`src/rtl/i2c_reg_slave.sv`:
```
// I2C register-file slave: a 7-bit address, a pointer byte, then bytes that are written
// or read with an auto-incrementing pointer. SDA is open-drain (0 = pull low, 1 = release).
module i2c_reg_slave #(
    parameter logic [6:0] SLAVE_ADDR = 7'h22,
    parameter int         NUM_REGS   = 16
) (
    input  logic       clk_i,
    input  logic       rst_i,
    input  logic       scl_i,
    input  logic       sda_i,
    output logic       sda_o,
    output logic       busy_o,
    output logic       wr_stb_o,
    output logic [7:0] wr_addr_o,
    output logic [7:0] wr_data_o,
    output logic [3:0] state_o
);

    localparam int PW = (NUM_REGS > 1) ? $clog2(NUM_REGS) : 1;

    typedef enum logic [3:0] {
        IDLE, ADDR, ADDR_ACK, PTR, PTR_ACK, WDATA, WDATA_ACK, RDATA, RDATA_ACK, WAIT_STOP
    } state_t;

    state_t          state;
    logic [2:0]      scl_sync;
    logic [2:0]      sda_sync;
    logic [3:0]      bit_cnt;
    logic [7:0]      shift;
    logic            rw;
    logic [PW-1:0]   ptr;
    logic [7:0]      regs [NUM_REGS];

    logic scl_rise, scl_fall, start_det, stop_det;
    logic [7:0] rx_byte;
    logic [2:0] rd_idx;

    // Bit [1] is the synchronised level, bit [2] its previous value for edge detection.
    assign scl_rise  = scl_sync[1] & ~scl_sync[2];
    assign scl_fall  = ~scl_sync[1] & scl_sync[2];
    assign start_det = scl_sync[1] & sda_sync[2] & ~sda_sync[1];
    assign stop_det  = scl_sync[1] & ~sda_sync[2] & sda_sync[1];
    assign rx_byte   = {shift[6:0], sda_sync[1]};
    assign rd_idx    = 3'd7 - bit_cnt[2:0];
    assign state_o   = state;

    always_ff @(posedge clk_i or negedge rst_i) begin
        if (!rst_i) begin
            scl_sync <= 3'b111;
            sda_sync <= 3'b111;
        end else begin
            scl_sync <= {scl_sync[1:0], scl_i};
            sda_sync <= {sda_sync[1:0], sda_i};
        end
    end

    always_ff @(posedge clk_i or negedge rst_i) begin
        if (!rst_i) begin
            state     <= IDLE;
            sda_o     <= 1'b1;
            busy_o    <= 1'b0;
            wr_stb_o  <= 1'b0;
            wr_addr_o <= 8'h00;
            wr_data_o <= 8'h00;
            bit_cnt   <= 4'd0;
            shift     <= 8'h00;
            rw        <= 1'b0;
            ptr       <= '0;
            for (int i = 0; i < NUM_REGS; i++) regs[i] <= 8'h00;
        end else begin
            wr_stb_o <= 1'b0;
            if (start_det) begin
                state   <= ADDR;
                bit_cnt <= 4'd0;
                sda_o   <= 1'b1;
            end else if (stop_det) begin
                state  <= IDLE;
                sda_o  <= 1'b1;
                busy_o <= 1'b0;
            end else begin
                case (state)
                    ADDR: begin
                        if (scl_rise && bit_cnt < 4'd8) begin
                            shift   <= rx_byte;
                            bit_cnt <= bit_cnt + 4'd1;
                        end else if (scl_fall && bit_cnt == 4'd8) begin
                            if (shift[7:1] == SLAVE_ADDR) begin
                                state  <= ADDR_ACK;
                                sda_o  <= 1'b0;
                                busy_o <= 1'b1;
                                rw     <= shift[0];
                            end else begin
                                state <= WAIT_STOP;
                            end
                        end
                    end
                    ADDR_ACK: begin
                        if (scl_fall) begin
                            bit_cnt <= 4'd0;
                            if (rw) begin
                                state <= RDATA;
                                shift <= regs[ptr];
                                sda_o <= regs[ptr][7];
                            end else begin
                                state <= PTR;
                                sda_o <= 1'b1;
                            end
                        end
                    end
                    PTR: begin
                        if (scl_rise && bit_cnt < 4'd8) begin
                            shift   <= rx_byte;
                            bit_cnt <= bit_cnt + 4'd1;
                        end else if (scl_fall && bit_cnt == 4'd8) begin
                            ptr   <= shift[PW-1:0];
                            sda_o <= 1'b0;
                            state <= PTR_ACK;
                        end
                    end
                    PTR_ACK, WDATA_ACK: begin
                        if (scl_fall) begin
                            sda_o   <= 1'b1;
                            bit_cnt <= 4'd0;
                            state   <= WDATA;
                        end
                    end
                    WDATA: begin
                        // The byte is committed on its 8th rising edge, before the ACK slot.
                        if (scl_rise && bit_cnt < 4'd8) begin
                            shift   <= rx_byte;
                            bit_cnt <= bit_cnt + 4'd1;
                            if (bit_cnt == 4'd7) begin
                                regs[ptr] <= rx_byte;
                                wr_stb_o  <= 1'b1;
                                wr_addr_o <= 8'(ptr);
                                wr_data_o <= rx_byte;
                                ptr       <= ptr + PW'(1);
                            end
                        end else if (scl_fall && bit_cnt == 4'd8) begin
                            sda_o <= 1'b0;
                            state <= WDATA_ACK;
                        end
                    end
                    RDATA: begin
                        // A falling edge at count 0 only occurs after a master ACK; it drives the MSB.
                        if (scl_rise && bit_cnt < 4'd8) begin
                            bit_cnt <= bit_cnt + 4'd1;
                            if (bit_cnt == 4'd7) ptr <= ptr + PW'(1);
                        end else if (scl_fall) begin
                            if (bit_cnt == 4'd8) begin
                                sda_o <= 1'b1;
                                state <= RDATA_ACK;
                            end else begin
                                sda_o <= shift[rd_idx];
                            end
                        end
                    end
                    RDATA_ACK: begin
                        if (scl_rise) begin
                            if (!sda_sync[1]) begin
                                state   <= RDATA;
                                bit_cnt <= 4'd0;
                                shift   <= regs[ptr];
                            end else begin
                                state <= WAIT_STOP;
                            end
                        end
                    end
                    default: ;
                endcase
            end
        end
    end

endmodule

```
`config.mk`:
```
export PLATFORM = sky130hd
export DESIGN_NAME = i2c_reg_slave
export DESIGN_NICKNAME = d
export VERILOG_FILES = /design/src/rtl/i2c_reg_slave.sv
export SDC_FILE = /design/constraint.sdc
export NUM_CORES = 1
export LEC_CHECK = 0
export BUFFER_PORTS_ARGS = -buffer_cell sky130_fd_sc_hd__buf_2
export CORE_MARGIN = 2
export CORE_UTILIZATION = 48
export CTS_CLUSTER_SIZE = 24
export DETAILED_ROUTE_END_ITERATION = 16
export GPL_TIMING_DRIVEN = 0
export PLACE_DENSITY = 0.69
export SLEW_MARGIN = 20
export SYNTH_ARGS = -nofsm -noshare
export SYNTH_HDL_FRONTEND = slang
export SYNTH_SLANG_ARGS = --single-unit
```
`constraint.sdc`:
```
create_clock -name clk_i -period 2.8 [get_ports clk_i]
set_clock_uncertainty 0.05 [all_clocks]
set_input_delay 0.56 -clock clk_i [delete_from_list [all_inputs] [get_ports clk_i]]
set_output_delay 0.56 -clock clk_i [all_outputs]
set_load 0.02 [all_outputs]
```
==> metrics <==
CTS tree=built; status=complete, no violations; Clock Latency Late Sink=430 ps; Slew Limit Fails=0; most common cell after layout, fill and taps aside=dfrtp_1; CP required=3040 ps; IO Port Bufs=22; setup_tns=0 ps; Top-Level Pins=27; Reg2Reg Depth=6; total gr overflow=0; Residual DRC=0; Worst setup SP type=flop; normalized max-slew margin=55.4%; critical path class=reg -> reg; PD cells=689 mW/mm^2; CP delay by family, top=multiplexers; Via density=6.00; vias in the first global route=5582; clock root buffer master=clkbuf_16; Max IR drop VDD=0.456 mV; vias after detailed routing=5386; placed cell areas=0.00878 mm^2; Fin. Hold Viols=0; Yosys cell types=65; cell taking the most area after synthesis=dfrtp_1; WP depth=6; Buf/Inv on CP=2; first-pass GRT wire length=31.7 mm; DR pass1 iterations=5; largest net degree at the start of global routing=87; post-layout util=55.3%; worst hold path class=in -> async; crit path time final=2740 ps; sequential-to-total area share from yosys stat=51.1%; max-cap violations=0; critical path fanouts, max=10; total power=0.00652 W; cts bufs inserted=17; final WL=19.9 mm; Main synth FF type=dfrtp_1; Initial Util=48.7%; leakage power=4.37 nW; commonest non-fill, non-tap cells in the layout=dfrtp_1, mux2_2, nand2_1; Die Height=136 um; final instance area=0.00946 mm^2; Crit. End Element=flop; GPL Wtd Cong=0.846; CP Cell Sequence=clkbuf_1 > clkbuf_2 > mux4_2 > mux4_2 > mux2i_1 > o21ai_0; CTS Sinks=170; critical path's most frequent cell=mux4_2; core area=0.0171 mm^2; Die ar.=0.0184 mm^2; Max stage delay on crit path=520 ps; # nets final=668; slowest cell on the critical path=clkbuf_1; Reg clk slew, reported paths=60 ps; Routed Antenna Nets=0; Post-CTS Setup Bufs=0; Synth top area share=48.9%; total track usage=23.1%; Critical Path AT=2980 ps; standard-cell rows=48; ranking of synthesized cells by area=dfrtp_1, mux2_2, mux4_2; Area Overhead vs Synth=13.4%; share of cells above drive strength 1=39.6%; Die X-Extent=136 um; Iteration-0 DRC Markers=532; maximum achievable frequency=0.365 GHz; antenna cells=0; RSZ-0062 raised after global routing=no; antenna violations before repair=0; Syn Inst Count=614; clk buf depth=2; H-tree levels=4; Final HPWL DP=13.5 mm; actual slew at the worst max-slew pin=669 ps; Mapped Area=0.00834 mm^2; async set or reset register ratio after synthesis=100%; Seq cells post-synth=170; final worst path period share=97.8%; Post-synth EDFFs=0; final setup fails=0; Mean Syn Cell Area=13.6 um^2; routed length per instance=22.2 um; YS warnings=0
[report_power, final]
| part | leakage (nW) | internal, W | switching (W) |
|---|---|---|---|
| combinational | 1.71 | 0.000424 | 0.000850 |
| sequential | 2.34 | 0.00254 | 0.000100 |
| clock | 0.311 | 0.00164 | 0.000970 |
[what timing repair did]
action / CTS / global route
gates resized for setup: 2 / 6
endpoints found under the hold margin: 0 / 0
hold buffers: 0 / 0
endpoints found under the setup margin: 7 / 32
[cell families after synthesis]
family	after synthesis	synth area share, %
DFF	170	51.1
muxes	175	29.3
xor gates and xnor gates	2	0.210
and+or+nand+nor	123	9.33
adders and majority gates	5	0.750
other	1	0.0450
AOI/OAI and AO/OA	83	6.12
buffers and inverters	55	3.15
[Yosys cell counts, drive strengths merged, types with 2 or more instances]
cell,instances
nand4,7
and3,2
nand3,17
a22o,2
mux2i,9
nor4,5
dfrtp,163
o21ai,36
and2,3
buf,19
inv,7
o311ai,2
nor3b,3
mux4,41
a21oi,15
o211ai,3
a31oi,5
dfstp,7
nor2b,6
mux2,125
a21o,2
or2,2
clkbuf,29
nand2b,7
ha,5
a22oi,3
a211o,2
nand2,47
o32ai,2
nor2,12
nor3,5
[final cells by class]
type / instances / area [um^2]
Clock buffer: 22 / 464
Sequential cell: 170 / 4260
Timing Repair Buffer: 23 / 148
Tap cell: 225 / 282
Multi-Input combinational cell: 392 / 3840
Clock inverter: 10 / 188
Buffer: 48 / 249
Fill cell: 1387 / 7660
Inverter: 7 / 26.3
[per-layer routing]
metal  vias to the layer above  part of all wire (%)  track usage [%]
met1                      2831                    42             30.3
met2                       158                    51             38.0
li1                       2358                     -                -
met3                        39                   4.1             4.56
met5                         -                     0                0
met4                         0                   3.0             9.14
[path summary, 6_finish.rpt]
path                                  startpoint               endpoint  slack [ps]
max reg2reg                   ptr[1]$_DFFE_PN0P_   shift[6]$_DFFE_PN0P_          60
max                           ptr[1]$_DFFE_PN0P_   shift[6]$_DFFE_PN0P_          60
max in group asynchronous                  rst_i   regs[56]$_DFFE_PN0P_        1770
min                                        rst_i  regs[115]$_DFFE_PN0P_          90
min in group clk_i                         scl_i  scl_sync[0]$_DFF_PN1_         170
min reg2reg                scl_sync[0]$_DFF_PN1_  scl_sync[1]$_DFF_PN1_         310
[through the flow]
stage,std cells,worst slack (ps),hold slack (ps)
after floorplan,617,539,214
after global placement,864,-1380,296
after detailed placement,865,-157,297
after CTS,897,71.9,112
after global routing,897,2.37,141
final,897,60.9,86.2
[flip-flops by register name, indices dropped and copies added (netlist names)]
name       cells
ptr            4
busy_o         1
regs         128
wr_stb_o       1
shift          8
bit_cnt        4
sda_o          1
sda_sync       3
scl_sync       3
wr_addr_o      4
wr_data_o      8
rw             1
state_o        4
Note: power is estimated with default switching activity, not from simulation.
